File: src/rtl/adc_scan_pkg.sv
// Shared types and constants for the ADC scan scheduler.
// Latency: none (package only).
// Backpressure: none (package only).
package adc_scan_pkg;

  localparam int ADC_W = 12;
  localparam int RES_W = 16;
  localparam int CH_W  = 4;
  localparam int CMD_W = 8;

  // low nibble of the ADC command word: 12-bit, MSB-first, unipolar
  localparam logic [3:0]       ADDR_LSB  = 4'b1000;
  // command word parked on the ADC while nothing is being scanned
  localparam logic [CMD_W-1:0] IDLE_ADDR = 8'h38;

  typedef enum logic [2:0] {
    ST_IDLE,
    ST_SEL,
    ST_DROP,
    ST_ACC,
    ST_OUT,
    ST_FIN
  } scan_state_e;

  // index of the lowest set bit; 0 when the mask is empty
  function automatic logic [CH_W-1:0] lowest_ch(input logic [15:0] m);
    logic [CH_W-1:0] r;
    r = '0;
    for (int i = 15; i >= 0; i--) begin
      if (m[i]) r = CH_W'(i);
    end
    return r;
  endfunction

endpackage

File: src/rtl/adc_scan_sched_if.sv
// Sampler command/response and averaged-result stream bundle.
// Latency: wires only.
// Backpressure: res_valid/res_ready handshake on the result stream.
interface adc_scan_sched_if;
  import adc_scan_pkg::*;

  logic              conv_en;
  logic [CMD_W-1:0]  conv_addr;
  logic              conv_done;
  logic [ADC_W-1:0]  conv_data;
  logic              res_valid;
  logic              res_ready;
  logic [CH_W-1:0]   res_ch;
  logic [RES_W-1:0]  res_data;

  // scheduler side
  modport master (
    output conv_en, conv_addr, res_valid, res_ch, res_data,
    input  conv_done, conv_data, res_ready
  );

  // sampler + result consumer side
  modport slave (
    input  conv_en, conv_addr, res_valid, res_ch, res_data,
    output conv_done, conv_data, res_ready
  );

endinterface

File: src/rtl/adc_avg_acc.sv
// Sums 2**BIT_READ conversions and presents the shifted average.
// Latency: done/avg_nxt combinational with the final add; state updates next edge.
// Backpressure: none; caller gates add and holds the result elsewhere.
module adc_avg_acc
  import adc_scan_pkg::*;
#(
  parameter int BIT_READ = 5
) (
  input  logic              clk,
  input  logic              rst_n,
  input  logic              clr,
  input  logic              add,
  input  logic [ADC_W-1:0]  data,
  output logic              done,
  output logic [RES_W-1:0]  avg_nxt
);

  localparam int AW = ADC_W + BIT_READ;
  localparam int CW = BIT_READ + 1;
  localparam logic [CW-1:0] LAST = CW'((1 << BIT_READ) - 1);

  logic [AW-1:0] acc_q, acc_d, sum;
  logic [CW-1:0] cnt_q, cnt_d;

  // wide enough that 2**BIT_READ full-scale samples cannot overflow
  assign sum     = acc_q + AW'(data);
  assign done    = add && !clr && (cnt_q == LAST);
  assign avg_nxt = RES_W'(sum[AW-1:BIT_READ]);

  // clear wins over add so an abort in the same cycle discards the sample
  always_comb begin
    acc_d = acc_q;
    cnt_d = cnt_q;
    if (clr) begin
      acc_d = '0;
      cnt_d = '0;
    end else if (add) begin
      acc_d = sum;
      cnt_d = cnt_q + 1'b1;
    end
  end

  // accumulator and sample counter registers
  always_ff @(posedge clk or negedge rst_n) begin
    if (!rst_n) begin
      acc_q <= '0;
      cnt_q <= '0;
    end else begin
      acc_q <= acc_d;
      cnt_q <= cnt_d;
    end
  end

endmodule

File: src/rtl/adc_scan_sched.sv
// Scans enabled ADC channels in ascending order, averaging 2**BIT_READ samples each.
// Latency: (DISCARD + 2**BIT_READ) conversions + 2 cycles per channel, plus handshake wait.
// Backpressure: res_ready low holds the result and keeps conv_en low. Option ADC_SCAN_CONT_EN: free-run while start held.
module adc_scan_sched
  import adc_scan_pkg::*;
#(
  parameter int N_CH     = 4,
  parameter int BIT_READ = 5,
  parameter int DISCARD  = 1
) (
  input  logic              clk,
  input  logic              rst_n,
  input  logic              start,
  input  logic              abort,
  input  logic [N_CH-1:0]   ch_mask,
  output logic              busy,
  output logic              scan_done,
  adc_scan_sched_if.master  bus
);

  localparam int DW = (DISCARD > 1) ? $clog2(DISCARD) : 1;

  scan_state_e       state_q, state_d;
  logic [N_CH-1:0]   mask_q, mask_d, rem_mask;
  logic [CH_W-1:0]   ch_q, ch_d, sel_ch;
  logic [DW-1:0]     drop_cnt_q, drop_cnt_d;
  logic              drop_last;
  logic              busy_q, busy_d;
  logic              res_vld_q, res_vld_d;
  logic [CH_W-1:0]   res_ch_q, res_ch_d;
  logic [RES_W-1:0]  res_data_q, res_data_d;
  logic              acc_clr, acc_add, acc_done;
  logic [RES_W-1:0]  avg_nxt;
`ifdef ADC_SCAN_CONT_EN
  logic [N_CH-1:0]   mask_lat_q;
`endif

  assign sel_ch    = lowest_ch(16'(mask_q));
  assign rem_mask  = mask_q & ~(N_CH'(1) << ch_q);
  assign drop_last = (drop_cnt_q == DW'(DISCARD - 1));
  assign acc_clr   = (state_q == ST_SEL) || abort;
  assign acc_add   = (state_q == ST_ACC) && bus.conv_done;

  adc_avg_acc #(.BIT_READ(BIT_READ)) u_acc (
    .clk     (clk),
    .rst_n   (rst_n),
    .clr     (acc_clr),
    .add     (acc_add),
    .data    (bus.conv_data),
    .done    (acc_done),
    .avg_nxt (avg_nxt)
  );

  // FSM state register
  always_ff @(posedge clk or negedge rst_n) begin
    if (!rst_n) state_q <= ST_IDLE;
    else        state_q <= state_d;
  end

  // FSM next state; abort overrides every transition
  always_comb begin
    state_d = state_q;
    case (state_q)
      ST_IDLE: if (start) state_d = (ch_mask != '0) ? ST_SEL : ST_FIN;
      ST_SEL:  state_d = (DISCARD == 0) ? ST_ACC : ST_DROP;
      ST_DROP: if (bus.conv_done && drop_last) state_d = ST_ACC;
      ST_ACC:  if (acc_done) state_d = ST_OUT;
      ST_OUT:  if (bus.res_ready) state_d = (rem_mask != '0) ? ST_SEL : ST_FIN;
`ifdef ADC_SCAN_CONT_EN
      ST_FIN:  state_d = (start && mask_lat_q != '0) ? ST_SEL : ST_IDLE;
`else
      ST_FIN:  state_d = ST_IDLE;
`endif
      default: state_d = ST_IDLE;
    endcase
    if (abort) state_d = ST_IDLE;
  end

  // FSM outputs: sampler enable/address and end-of-pass pulse
  always_comb begin
    bus.conv_en   = 1'b0;
    bus.conv_addr = IDLE_ADDR;
    scan_done     = 1'b0;
    case (state_q)
      ST_SEL: begin
        bus.conv_en   = 1'b1;
        bus.conv_addr = {sel_ch, ADDR_LSB};
      end
      ST_DROP, ST_ACC: begin
        bus.conv_en   = 1'b1;
        bus.conv_addr = {ch_q, ADDR_LSB};
      end
      ST_OUT:  bus.conv_addr = {ch_q, ADDR_LSB};
      ST_FIN:  scan_done = !abort;
      default: ;
    endcase
  end

  // datapath next state: mask walk, drop counter, result stream register
  always_comb begin
    mask_d     = mask_q;
    ch_d       = ch_q;
    drop_cnt_d = drop_cnt_q;
    res_vld_d  = res_vld_q;
    res_ch_d   = res_ch_q;
    res_data_d = res_data_q;
    case (state_q)
      ST_IDLE: if (start && !abort) mask_d = ch_mask;
      ST_SEL: begin
        ch_d       = sel_ch;
        drop_cnt_d = '0;
      end
      ST_DROP: if (bus.conv_done) drop_cnt_d = drop_cnt_q + 1'b1;
      ST_ACC: if (acc_done) begin
        res_vld_d  = 1'b1;
        res_ch_d   = ch_q;
        res_data_d = avg_nxt;
      end
      ST_OUT: if (bus.res_ready) begin
        res_vld_d = 1'b0;
        mask_d    = rem_mask;
      end
`ifdef ADC_SCAN_CONT_EN
      ST_FIN: if (start) mask_d = mask_lat_q;
`endif
      default: ;
    endcase
    if (abort) res_vld_d = 1'b0;
  end

  // busy stays low through an empty-mask pass (IDLE -> FIN -> IDLE)
  assign busy_d = (state_d != ST_IDLE) && !(state_q == ST_IDLE && state_d == ST_FIN);

  // datapath registers
  always_ff @(posedge clk or negedge rst_n) begin
    if (!rst_n) begin
      mask_q     <= '0;
      ch_q       <= '0;
      drop_cnt_q <= '0;
      busy_q     <= 1'b0;
      res_vld_q  <= 1'b0;
      res_ch_q   <= '0;
      res_data_q <= '0;
    end else begin
      mask_q     <= mask_d;
      ch_q       <= ch_d;
      drop_cnt_q <= drop_cnt_d;
      busy_q     <= busy_d;
      res_vld_q  <= res_vld_d;
      res_ch_q   <= res_ch_d;
      res_data_q <= res_data_d;
    end
  end

`ifdef ADC_SCAN_CONT_EN
  // mask captured at start, reloaded on every free-run pass
  always_ff @(posedge clk or negedge rst_n) begin
    if (!rst_n)                                       mask_lat_q <= '0;
    else if (state_q == ST_IDLE && start && !abort)   mask_lat_q <= ch_mask;
  end
`endif

  assign busy          = busy_q;
  assign bus.res_valid = res_vld_q;
  assign bus.res_ch    = res_ch_q;
  assign bus.res_data  = res_data_q;

endmodule

File: src/flat_wrapper.sv
// flat-port wrapper written by rule: the top's interface ports become plain ports
module adc_scan_sched_flat import adc_scan_pkg::*;
#(
  parameter int N_CH     = 4,
  parameter int BIT_READ = 5,
  parameter int DISCARD  = 1
)
  (clk, rst_n, start, abort, ch_mask, busy, scan_done, bus_conv_en, bus_conv_addr, bus_res_valid, bus_res_ch, bus_res_data, bus_conv_done, bus_conv_data, bus_res_ready);
  adc_scan_sched_if bus_i ();
  input  logic clk;
  input  logic rst_n;
  input  logic start;
  input  logic abort;
  input  logic [N_CH-1:0] ch_mask;
  output logic busy;
  output logic scan_done;
  output wire logic [$bits(bus_i.conv_en)-1:0] bus_conv_en;
  output wire logic [$bits(bus_i.conv_addr)-1:0] bus_conv_addr;
  output wire logic [$bits(bus_i.res_valid)-1:0] bus_res_valid;
  output wire logic [$bits(bus_i.res_ch)-1:0] bus_res_ch;
  output wire logic [$bits(bus_i.res_data)-1:0] bus_res_data;
  input wire logic [$bits(bus_i.conv_done)-1:0] bus_conv_done;
  input wire logic [$bits(bus_i.conv_data)-1:0] bus_conv_data;
  input wire logic [$bits(bus_i.res_ready)-1:0] bus_res_ready;
  assign bus_conv_en = bus_i.conv_en;
  assign bus_conv_addr = bus_i.conv_addr;
  assign bus_res_valid = bus_i.res_valid;
  assign bus_res_ch = bus_i.res_ch;
  assign bus_res_data = bus_i.res_data;
  assign bus_i.conv_done = bus_conv_done;
  assign bus_i.conv_data = bus_conv_data;
  assign bus_i.res_ready = bus_res_ready;
  adc_scan_sched #(.N_CH(N_CH), .BIT_READ(BIT_READ), .DISCARD(DISCARD)) u_core (.clk(clk), .rst_n(rst_n), .start(start), .abort(abort), .ch_mask(ch_mask), .busy(busy), .scan_done(scan_done), .bus(bus_i));
endmodule
File: config.mk
export PLATFORM = sky130hd
export DESIGN_NAME = adc_scan_sched_flat
export DESIGN_NICKNAME = d
export VERILOG_FILES = /design/src/rtl/adc_scan_pkg.sv /design/src/rtl/adc_scan_sched_if.sv /design/src/rtl/adc_avg_acc.sv /design/src/rtl/adc_scan_sched.sv /design/src/flat_wrapper.sv
export SDC_FILE = /design/constraint.sdc
export NUM_CORES = 1
export LEC_CHECK = 0
export ABC_AREA = 0
export CAP_MARGIN = 5
export CORE_MARGIN = 2
export CORE_UTILIZATION = 48
export DETAILED_ROUTE_END_ITERATION = 10
export DONT_BUFFER_PORTS = 1
export GPL_TIMING_DRIVEN = 0
export PLACE_DENSITY = 0.69
export SYNTH_ARGS = -nofsm -noshare
export SYNTH_HDL_FRONTEND = slang
export SYNTH_HIERARCHICAL = 1
export SYNTH_SLANG_ARGS = --single-unit
File: constraint.sdc
create_clock -name clk -period 3.5 [get_ports clk]
set_input_delay 0.875 -clock clk [delete_from_list [all_inputs] [get_ports clk]]
set_output_delay 0.875 -clock clk [all_outputs]
set_load 0.01 [all_outputs]
* Yosys cells after proc, flatten, opt, wreduce, memory -nomap -nowiden
Cells that the tools add are included.
** Word-level totals
- Flip-flop bits (word level) :: 53
- Output and inout bits :: 32
** Cells by class
- Add/subtract/negate cells :: 3
- Equal/unequal tests :: 12
- Shift-type cells :: 1
- Muxes and demuxes :: 28
- Bitwise gates (word level) :: 3
- Reduce and logical (&&, ||, !) cells :: 25
** Operators by type and width (count)
- two-way mux 17 bit :: 2
- two-way mux 3 bit :: 7
- two-way mux 4 bit :: 5
- adder 17 x 12 -> 17 bit :: 1
- case mux 8 bit (2 select lines) :: 1
- case mux 3 bit (5 select lines) :: 1
- two-way mux 6 bit :: 2
- == test 3 bit (second input constant) :: 3
- case mux 4 bit (2 select lines) :: 1
- nonzero test 4 bit :: 2
- logical AND 1 bit :: 7
- adder 6 x 1 -> 6 bit (second input constant) :: 1
- == test 3 x 2 -> 1 bit (second input constant) :: 2
- == test 6 x 5 -> 1 bit (second input constant) :: 1
- two-way mux 1 bit :: 6
- AND reduction 3 bit :: 2
- nonzero test 2 bit :: 3
- nonzero test 3 bit :: 2
- OR reduction 3 bit :: 2
- AND 4 bit :: 1
- inequality test 2 bit (second input constant) :: 2
- inverter 4 bit :: 1
- case mux 1 bit (2 select lines) :: 2
- AND reduction 2 bit :: 2
- other kinds (11) :: 13

* Logic depth before layout (Yosys ltp)
- Depth after elaboration :: 12
- Depth in mapped cells :: 12
- Depth with buffers taken out :: 9

* Cells and area by module
The synthesis kept the hierarchy.
** Modules (own cells, without submodules)
- adc_avg_acc :: instances 1, cells an instance 212, area an instance 1871.8 µm², seq. area each 575.6 µm²
- adc_scan_sched :: instances 1, cells an instance 139, area an instance 1576.5 µm², seq. area each 750.7 µm²

* Worst setup path after synthesis
No wires, ideal clock.
- Path kind :: in2reg
- Start point :: input bus_conv_done
- End point :: register u_core.busy_q, in the netlist u_core/busy
- Data arrival time :: 2.613 ns
- Setup slack :: 0.763 ns
- Stages on the path :: 11
- Path buffers :: 2
- Path through :: nand3b_1 -> nor2_1 -> buf_6 -> buf_4 -> nand4_1 -> nor4b_1 -> nor4bb_1 -> or3_4 -> o21a_1 -> nor2_1 -> o21bai_1
** On the way
- Longest elaborated chain between the ends :: 10
- Elaborated cells between the ends (all ways) :: 13
- Classes of those cells :: eq/ne: 1; mux: 4; reduce/logical: 8
** RTL lines
- from (decl) :: RTL line flat_wrapper.sv:22 : input wire logic [$bits(bus_i.conv_done)-1:0] bus_conv_done;
- logical AND 1 bit * :: RTL line adc_scan_sched.sv:42 : assign acc_add = (state_q == ST_ACC) && bus.conv_done;
- net u_core.acc_add :: RTL line adc_scan_sched.sv:32 : logic acc_clr, acc_add, acc_done;
- logical AND 1 bit * (2 in a row) :: RTL line adc_avg_acc.sv:27 : assign done = add && !clr && (cnt_q == LAST);
- net u_core.acc_done :: RTL line adc_scan_sched.sv:32
- two-way mux 3 bit * :: RTL line adc_scan_sched.sv:67 : ST_ACC: if (acc_done) state_d = ST_OUT;
- case mux 3 bit (5 select lines) * :: RTL line adc_scan_sched.sv:63 : case (state_q)
- two-way mux 3 bit * :: RTL line adc_scan_sched.sv:76 : if (abort) state_d = ST_IDLE;
- net u_core.state_d[0] :: RTL line adc_scan_sched.sv:23 : scan_state_e state_q, state_d;
- == test 3 bit :: RTL line adc_scan_sched.sv:132 : assign busy_d = (state_d != ST_IDLE) && !(state_q == ST_IDLE && state_d == ST_FIN);
- logical AND 1 bit :: RTL line adc_scan_sched.sv:132
- logical NOT 1 bit :: RTL line adc_scan_sched.sv:132
- logical AND 1 bit * :: RTL line adc_scan_sched.sv:132
- net u_core.busy_d :: RTL line adc_scan_sched.sv:28 : logic busy_q, busy_d;
- to (signal assigned) :: RTL line adc_scan_sched.sv:148 : busy_q <= busy_d;
- to (decl) :: RTL line adc_scan_sched.sv:28
The timed path passes the listed nets; every way through them passes the cells marked *.
A chain may end at the register's enable or synchronous reset.

* Worst setup path in the final report
- Start point :: register u_core.state_q[1]
- End point :: register u_core.res_data_q[0], in the netlist u_core/bus.res_data[0]
** On the way
- Elaborated cells between the ends (all ways) :: 8
- Classes of those cells :: eq/ne: 2; reduce/logical: 6
** RTL lines
- from (decl) :: RTL line adc_scan_sched.sv:23
- from (signal assigned) :: RTL line adc_scan_sched.sv:57 : else state_q <= state_d;
- == test 3 x 2 -> 1 bit :: RTL line adc_scan_sched.sv:42
- logical AND 1 bit :: RTL line adc_scan_sched.sv:42
- net u_core.acc_add :: RTL line adc_scan_sched.sv:32
- logical AND 1 bit (2 in a row) :: RTL line adc_avg_acc.sv:27
- net u_core.acc_done :: RTL line adc_scan_sched.sv:32
- AND reduction 2 bit (no source line)
- to (signal assigned) :: RTL line adc_scan_sched.sv:151 : res_data_q <= res_data_d;
- to (decl) :: RTL line adc_scan_sched.sv:31 : logic [RES_W-1:0] res_data_q, res_data_d;
The timed path passes the listed nets, and every way through them passes these cells.

==> run metrics <==
worst hold path type in2async; ys async rst share 100.0%; Post-synth top flop dfrtp_1; FP Rows 30; DRC viols 0; Worst setup SP type flip-flop; Netlist cell types 69; core area 6869 µm²; Fmax 0.3380 GHz; Yosys reg bits 53; top cell type's share of synthesized area 38.46%; Avg Inst Size Synth 9.824 µm²; Max clock buf depth 2; Via density 5.513; first-pass GRT wire length 11,370 µm; DIE WIDTH 88.76 µm; status complete, no violations; EDFF count, synth 0; I/O Pins 54; port bufs 0; PwrDens 355.5 nW/µm²; first drt pass iteration count 4; Util after Layout 54.13%; cts hold-fix bufs 0; CP max FO 10; WP data required 3.69 ns; Worst-path clk slew 0.10 ns; Setup Skew 0.005878 ns; Yosys top cell by area dfrtp_1; setup bufs post-CTS 0; Die Area 7878 µm²; FILL cells 643; total global routing track utilization 18.48%; most frequent cells after synthesis dfrtp_1, nor2_1, a21oi_1; post-DP HPWL 5166 µm; via count 2,558; CTS sink cnt 53; synthesized instance count 351; Worst Path Arrival 3.15 ns; Layout Nets 403; R2R Setup Slk 0.54 ns; Register-to-Register Path Depth 11; area of the multi-input gates 1921 µm²; post-synthesis instance area 3448 µm²; pin count of the biggest net entering global routing 54; Crit Path Class reg2reg; final hold vios 0; DRT iter0 DRCs 139; H-tree levels 2; Worst setup startpoint u_core/state_q[1]; RSZ-0062 raised after global routing false; final setup fails 0; layout cells sized above 1 15.22%; top-count cell post-synth dfrtp_1; register area 1326 µm²; Final Total Pwr 1.322 mW; Max-cap violations 0; Final period util 84.54%; Initial Util 50.20%; sequential share of the synthesized area 38.46%; YS warnings 6; Peak supply drop 208.7 µV; top post-synthesis cells by area dfrtp_1, mux2_1, ha_1; reg2reg end u_core/bus.res_data[0]; Rel. slew slack 63.00%; final setup TNS 0 ns; vias in the first global route 2,380; initial antenna violation count 0; CTS Buf Count 5; Worst-Margin Slew 0.5473 ns; n_diodes 0; Area Overhead vs Synth 7.838%; CTS tree yes; Final GP Congestion 0.8309; crit path time final 2.959 ns; Max Slew Vio Count 0; Clock Latency Late Sink 0.30 ns; WL/cell 14.97 µm; RR Startpoint u_core/state_q[1]; fin worst setup slack 0.5410 ns; CTS root buffer clkbuf_8; Die H 88.76 µm; hold_ws 0.2547 ns; GRT Residual Overflow 0; antenna-violating nets left 0; setup slack at placement 0.3902 ns; Worst setup EP type flip-flop; P_leak 1.734 nW; Post-Route WL 6946 µm; post_cts resized 0
==> flip-flops by register name (all words and copies together), names as in the netlist <==
signal                count
u_core/ch_q               2
u_core/u_acc/cnt_q        6
u_core/bus.res_valid      1
u_core/busy               1
u_core/drop_cnt_q         1
u_core/bus.res_data      16
u_core/mask_q             4
u_core/u_acc/acc_q       17
u_core/bus.res_ch         2
u_core/state_q            3
==> routing by layer <==
layer	track usage, %	vias up	wire [µm]
met3	4.011	8	315
met5	0	-	0
met2	30.26	58	3327
met1	25.03	1215	3227
met4	4.408	0	74
li1	-	1277	-
==> layout by cell type, fill, tap and decap left out, types with 6 or more instances in the layout <==
master,Yosys,final
ha_1,13,13
clkbuf_8,0,6
nor2_1,32,32
o21ai_0,13,13
xnor2_1,6,6
mux2_2,8,8
nand2_1,20,20
a211oi_1,6,6
a21oi_1,22,22
conb_1,3,12
xor2_1,9,9
inv_1,7,7
nor2b_1,8,8
mux2_1,17,17
mux2i_1,6,6
o21a_1,6,6
buf_4,14,14
dfrtp_1,53,53
o21ai_1,6,6
==> worst max-delay path by stage <==
stage                                  end  slack [ns]  cells past startpoint
floorplan                      u_core/busy        0.76                     11
global placement    u_core/bus.res_data[1]        0.44                     10
detailed placement  u_core/bus.res_data[0]        0.39                     10
CTS                 u_core/bus.res_data[0]        0.51                     11
global route        u_core/bus.res_data[0]        0.26                     11
finish              u_core/bus.res_data[0]        0.54                     11
==> power breakdown <==
part	internal, mW	total [mW]	switching (mW)
combinational	0.0939	0.213	0.119
sequential	0.639	0.676	0.0374
clock	0.233	0.432	0.199
==> cell families (layout without fill, tap and decap cells) <==
family	Yosys count	after routing	share of synthesized area (%)
simple gates	107	107	17.42
compound gates	91	91	17.96
mux	31	31	9.906
xor+xnor	15	15	3.810
fa+ha+maj	14	14	5.298
other cells	3	12	0.3265
flops	53	53	38.46
buf+inv	37	45	6.821
==> critical path, stage by stage (launching register included) <==
cell and delay, ns:
dfrtp_1 0.44, buf_2 0.28, nand3b_1 0.14, nor2_1 0.14, buf_6 0.16, buf_4 0.19, nand4_1 0.16, nor4b_1 0.38
and3_1 0.26, nand2b_1 0.11, buf_2 0.23, mux2_1 0.34
==> per-stage QoR <==
stage / instances / cell area, µm²
finish: 464 / 3719
global route: 464 / 3719
CTS: 464 / 3719
detailed placement: 456 / 3602
global placement: 456 / 3602
floorplan: 360 / 3482
==> final cells by class <==
cell class	instances	area share, %
Multi-Input combinational cell	270	51.65
Buffer	28	5.417
Sequential cell	53	35.67
Inverter	9	0.9085
Tap cell	96	3.230
Clock inverter	1	0.8075
Clock buffer	7	2.322
No activity file was read; power rests on OpenSTA's default activity.
